===== config.mk =====
export PLATFORM = sky130hd
export DESIGN_NAME = nq_multiplier_axi4s_requester
export DESIGN_NICKNAME = d
export VERILOG_FILES = /design/src/rtl/nq_multiplier_axi4s_requester.sv
export SDC_FILE = /design/constraint.sdc
export NUM_CORES = 1
export LEC_CHECK = 0
export CAP_MARGIN = 20
export CORE_UTILIZATION = 30
export CTS_BUF_LIST = sky130_fd_sc_hd__clkbuf_8
export CTS_CLUSTER_DIAMETER = 80
export DETAILED_ROUTE_END_ITERATION = 12
export SETUP_SLACK_MARGIN = 0.4
export SLEW_MARGIN = 20
export SYNTH_ARGS = -nofsm -noshare
export SYNTH_HDL_FRONTEND = slang
export SYNTH_SLANG_ARGS = --single-unit

===== constraint.sdc =====
create_clock -name clk -period 2.05 [get_ports clk]
set_clock_uncertainty 0.05 [all_clocks]
set_input_delay 0.41 -clock clk [delete_from_list [all_inputs] [get_ports clk]]
set_output_delay 0.41 -clock clk [all_outputs]
set_load 0.03 [all_outputs]

===== src/rtl/nq_multiplier_axi4s_requester.sv =====
// Initiator for the two-beat AXI4-S fixed-point multiplier: sends multiplicand then
// multiplier as one packet, waits for the single result beat and reports it locally.
module nq_multiplier_axi4s_requester #(
  parameter int AXI_DATA_WIDTH_P = 32,
  parameter int AXI_ID_WIDTH_P   = 4,
  parameter int N_BITS_P         = 32,
  parameter int TIMEOUT_P        = 255
) (
  input  logic                        clk,
  input  logic                        rst,
  input  logic                        req_valid,
  output logic                        req_ready,
  input  logic [N_BITS_P-1:0]         req_multiplicand,
  input  logic [N_BITS_P-1:0]         req_multiplier,
  input  logic [AXI_ID_WIDTH_P-1:0]   req_id,
  output logic                        mul_tvalid,
  input  logic                        mul_tready,
  output logic [AXI_DATA_WIDTH_P-1:0] mul_tdata,
  output logic                        mul_tlast,
  output logic [AXI_ID_WIDTH_P-1:0]   mul_tid,
  input  logic                        res_tvalid,
  input  logic [AXI_DATA_WIDTH_P-1:0] res_tdata,
  input  logic                        res_tlast,
  input  logic [AXI_ID_WIDTH_P-1:0]   res_tid,
  input  logic                        res_tuser,
  output logic                        rsp_valid,
  output logic [N_BITS_P-1:0]         rsp_product,
  output logic                        rsp_overflow,
  output logic                        rsp_error,
  output logic                        rsp_timeout
);

  if (AXI_DATA_WIDTH_P < N_BITS_P) begin : g_width_chk
    $error("AXI_DATA_WIDTH_P must be >= N_BITS_P");
  end

  // Counter only has to reach TIMEOUT_P-1.
  localparam int CNT_W = (TIMEOUT_P > 1) ? $clog2(TIMEOUT_P) : 1;
  localparam logic [CNT_W-1:0] CNT_LAST = CNT_W'((TIMEOUT_P > 0) ? TIMEOUT_P - 1 : 0);

  typedef enum logic [2:0] {
    IDLE, SEND_A, SEND_B, WAIT_RES, RESPOND
  } state_t;

  state_t                      state, state_nxt;
  logic [CNT_W-1:0]            cnt, cnt_nxt;
  logic [N_BITS_P-1:0]         mplier_q, mplier_nxt;
  logic [AXI_ID_WIDTH_P-1:0]   id_q, id_nxt;

  logic                        req_ready_nxt;
  logic                        mul_tvalid_nxt, mul_tlast_nxt;
  logic [AXI_DATA_WIDTH_P-1:0] mul_tdata_nxt;
  logic [AXI_ID_WIDTH_P-1:0]   mul_tid_nxt;
  logic                        rsp_valid_nxt, rsp_overflow_nxt, rsp_error_nxt, rsp_timeout_nxt;
  logic [N_BITS_P-1:0]         rsp_product_nxt;

  // Upper result bits beyond the operand width carry no information.
  logic unused_res;
  assign unused_res = ^res_tdata;

  function automatic logic [AXI_DATA_WIDTH_P-1:0] sext(input logic [N_BITS_P-1:0] v);
    return AXI_DATA_WIDTH_P'($signed(v));
  endfunction

  always_ff @(posedge clk) begin
    if (rst) begin
      state        <= IDLE;
      cnt          <= '0;
      mplier_q     <= '0;
      id_q         <= '0;
      req_ready    <= 1'b1;
      mul_tvalid   <= 1'b0;
      mul_tdata    <= '0;
      mul_tlast    <= 1'b0;
      mul_tid      <= '0;
      rsp_valid    <= 1'b0;
      rsp_product  <= '0;
      rsp_overflow <= 1'b0;
      rsp_error    <= 1'b0;
      rsp_timeout  <= 1'b0;
    end else begin
      state        <= state_nxt;
      cnt          <= cnt_nxt;
      mplier_q     <= mplier_nxt;
      id_q         <= id_nxt;
      req_ready    <= req_ready_nxt;
      mul_tvalid   <= mul_tvalid_nxt;
      mul_tdata    <= mul_tdata_nxt;
      mul_tlast    <= mul_tlast_nxt;
      mul_tid      <= mul_tid_nxt;
      rsp_valid    <= rsp_valid_nxt;
      rsp_product  <= rsp_product_nxt;
      rsp_overflow <= rsp_overflow_nxt;
      rsp_error    <= rsp_error_nxt;
      rsp_timeout  <= rsp_timeout_nxt;
    end
  end

  always_comb begin
    state_nxt        = state;
    cnt_nxt          = cnt;
    mplier_nxt       = mplier_q;
    id_nxt           = id_q;
    req_ready_nxt    = req_ready;
    mul_tvalid_nxt   = mul_tvalid;
    mul_tdata_nxt    = mul_tdata;
    mul_tlast_nxt    = mul_tlast;
    mul_tid_nxt      = mul_tid;
    rsp_valid_nxt    = 1'b0;
    rsp_product_nxt  = rsp_product;
    rsp_overflow_nxt = rsp_overflow;
    rsp_error_nxt    = rsp_error;
    rsp_timeout_nxt  = rsp_timeout;

    case (state)
      IDLE: begin
        if (req_valid && req_ready) begin
          req_ready_nxt  = 1'b0;
          mplier_nxt     = req_multiplier;
          id_nxt         = req_id;
          mul_tvalid_nxt = 1'b1;
          mul_tdata_nxt  = sext(req_multiplicand);
          mul_tlast_nxt  = 1'b0;
          mul_tid_nxt    = req_id;
          state_nxt      = SEND_A;
        end
      end
      SEND_A: begin
        // Second beat follows with no gap; tid already holds the stored ID.
        if (mul_tready) begin
          mul_tdata_nxt = sext(mplier_q);
          mul_tlast_nxt = 1'b1;
          state_nxt     = SEND_B;
        end
      end
      SEND_B: begin
        if (mul_tready) begin
          mul_tvalid_nxt = 1'b0;
          mul_tlast_nxt  = 1'b0;
          cnt_nxt        = '0;
          state_nxt      = WAIT_RES;
        end
      end
      WAIT_RES: begin
        cnt_nxt = cnt + CNT_W'(1);
        // A result on the timeout cycle takes priority over the abort.
        if (res_tvalid) begin
          rsp_valid_nxt    = 1'b1;
          rsp_product_nxt  = res_tdata[N_BITS_P-1:0];
          rsp_overflow_nxt = res_tuser;
          rsp_error_nxt    = (res_tid != id_q) || !res_tlast;
          rsp_timeout_nxt  = 1'b0;
          state_nxt        = RESPOND;
        end else if ((TIMEOUT_P != 0) && (cnt == CNT_LAST)) begin
          rsp_valid_nxt    = 1'b1;
          rsp_product_nxt  = '0;
          rsp_overflow_nxt = 1'b0;
          rsp_error_nxt    = 1'b0;
          rsp_timeout_nxt  = 1'b1;
          state_nxt        = RESPOND;
        end
      end
      RESPOND: begin
        req_ready_nxt = 1'b1;
        state_nxt     = IDLE;
      end
      default: begin
        req_ready_nxt  = 1'b1;
        mul_tvalid_nxt = 1'b0;
        state_nxt      = IDLE;
      end
    endcase
  end

endmodule


==> run metrics <==
status finished, final reports clean; combinational group share of total power 0.233; site row count 45; GRT Resource Usage Total 0.168; share of layout cells above drive strength 1 0.243; cell count after synthesis 476; initial antenna violation count 0; post-synthesis cell area 4710 µm²; library cells used by synthesis 47; internal power 4.21 mW; largest net degree at the start of global routing 49; hold_buf cts 0; # DRC 0; final std cells w/o fill 885; Skew-Pair Late Insertion Delay roughly 0.44 ns; Setup violations, final 0; max-slew violations 0; dominant cells by area after synthesis dfxtp_1, a211oi_2, mux2i_1; Setup TNS 0 ns; NetSw 1.78 mW; DP Worst Slack 0.0834 ns; syn nets 589; Max clock buf depth 2; Antenna Nets Post-Route 0; clk slew on worst S/H paths 0.07 ns; DIE HEIGHT roughly 130 µm; FF-to-FF End rsp_error; core area 15300 µm²; DR vias between 4000 and 5000; Synth Register Bits 118; pwr dens 852 nW/µm²; crit path launch rsp_product[5]; ys flop type dfxtp_1; Die ar. around 16000 µm²; Die Wd 127 µm; Register-to-Register Path Depth 5; Crit path depth 1; post-detail-place hpwl 9520 µm; Syn Area/Cell approximately 10 µm²; crit start category register; reg2reg setup slack 0.50 ns; Post-synth EDFFs 0; largest area contributor in the netlist dfxtp_1; Clock Power Share 0.338; number of global-route vias before repair 4200; min setup slack post-route 0.454 ns; Buf/Inv on CP 1; CTS tree done; via/cell ratio 4.66; final net count 775; Overflow after GRT 0; Min-Delay Startpoint rst; hold path cells 2; GP Congestion 0.735; Worst Tran Pin Value 0.423 ns; sequential-to-total area share from yosys stat 0.501; Flop pwr share 0.429; diode count 0; Sink Count 118; number of placed I/O pins between 150 and 200; slew margin rel. 0.718; root buffer cell clkbuf_8; HP Class input port to register; Worst setup EP type primary output; routed wire length between 10000 and 15000 µm; Leak 2.71 nW; Max VDD drop 0.000380 V; hold endpoint state[2]; max incr delay on CP 0.37 ns; first-pass GRT wire length 21200 µm; maximum clock rate 627 MHz; fin crit period around 1.6 ns; total power 5.99 mW; crit-path leading delay family buffers and inverters; Arrival @ worst endpoint ~1.1 ns; H-tree Lvls 4; crit-path cells clkdlybuf4s15_1; Yosys top cell area share 0.501; worst-path maximum fanout 2; worst hold slack 0.181 ns; TritonRoute pass-1 iters 5; Sw Share 0.298; Final Hold Vio Count 0; Setup CP Type register to primary output; Critical-path top delay cell clkdlybuf4s15_1; worst reg2reg startpoint cnt[3]; RSZ-0062 raised after global routing no; Avg WL per Cell between 15 and 20 µm; port bufs 185; Area Growth Syn to Fin 49.2%; total placed cells including tap cells 847; required time worst endpoint 1.59 ns; Yosys Warn Count 0; Initial Util 0.309; DRT iter0 DRCs 249; Num CTS Buffers 17; fraction of registers with async set or reset after synthesis 0; MaxCap Viol Count 0; crit share post-route 0.778
[cell usage in the layout, fill, tap and decap left out, types with 20 or more instances in the layout]
| master | synthesis | final |
|---|---|---|
| clkbuf_2 | 1 | 50 |
| clkdlybuf4s50_1 | 0 | 109 |
| a21oi_1 | 47 | 47 |
| a22o_1 | 34 | 34 |
| nand2_1 | 81 | 81 |
| clkdlybuf4s15_2 | 0 | 20 |
| mux2i_1 | 32 | 32 |
| dfxtp_1 | 118 | 114 |
| a211oi_2 | 28 | 28 |
| nor2_1 | 43 | 43 |
[power by group through the flow]
stage	clock [mW]	sequential, mW	combinational, mW
floorplan	0	2.83	0.651
global placement	0	2.62	1.44
detailed placement	0	2.62	1.47
CTS	2.07	2.57	1.43
global route	2.20	2.60	1.50
finish	2.02	2.57	1.39
[sequential cells by signal, indices dropped and copies added, names as in the netlist, 3 cells and up]
register and cells:
mplier_q 32, mul_tdata 32, rsp_product 32, cnt 8, id_q 4, state 3
[per-stage QoR]
stage	instance area [µm²]	util
CTS	7230	0.474
global placement	6790	0.445
finish	7030	0.461
floorplan	4710	-
global route	7030	0.461
detailed placement	6790	0.445
[cells in the mapped netlist (2+ instances only)]
| cell | number |
|---|---|
| dfxtp_1 | 118 |
| nand2_1 | 81 |
| a21oi_1 | 47 |
| nor2_1 | 43 |
| a22o_1 | 34 |
| mux2i_1 | 32 |
| a211oi_2 | 28 |
| buf_2 | 10 |
| buf_6 | 9 |
| clkbuf_1 | 8 |
| buf_4 | 7 |
| a211oi_1 | 5 |
| nand3_1 | 5 |
| nor3_1 | 4 |
| xor2_1 | 3 |
| and2_1 | 2 |
| ha_1 | 2 |
| inv_1 | 2 |
| nand3b_1 | 2 |
| o21a_1 | 2 |
| o21ai_0 | 2 |
| o21ai_1 | 2 |
| o311ai_0 | 2 |
| or3_1 | 2 |
| or4_1 | 2 |
[cell type report]
type	count	area (µm²)
clock buffers	19	262
clock inverters	12	113
fillers	1471	8230
inverters	2	7.51
multi-input cells	319	2130
flip-flops and latches	118	2370
well taps	211	264
repair buffers	204	1890
[logic make-up after synthesis]
kind of cell / after synthesis / share of synthesized area
and+or+nand+nor: 152 / 0.142
muxes: 33 / 0.0704
adders and majority gates: 2 / 0.00531
xor gates and xnor gates: 4 / 0.00744
AOI/OAI and AO/OA: 128 / 0.219
buffers and inverters: 39 / 0.0547
DFF: 118 / 0.501
[layer usage]
metal  global-route usage  up-vias  part of all wire
met4               0.0658        0             0.017
li1                     -     2053                 -
met2                0.282      103              0.48
met5                    0        -                 0
met1                0.200     1957              0.45
met3               0.0523       15             0.046
[how the worst max path moves through the flow]
stage,to,slack (ns)
after floorplan,mplier_q[1],0.46
after global placement,mplier_q[14],0.13
after detailed placement,mul_tdata[3],0.08
after CTS,req_ready,0.26
after global routing,rsp_error,0.36
final,rsp_product[5],0.45
[worst reg2reg max path: stages, from the launching register on]
cell,delay (ns)
dfxtp_1,0.43
nand4_1,0.24
o21bai_4,0.23
a21oi_4,0.10
buf_12,0.16
a22o_1,0.24
[repair_timing]
action,4_1_cts,5_1_grt
pin swaps,0,2
buffers inserted,4,2
resized for setup,172,69
gates cloned,0,1
setup endpoints to repair,144,131
Note: power is estimated with default switching activity, not from simulation.
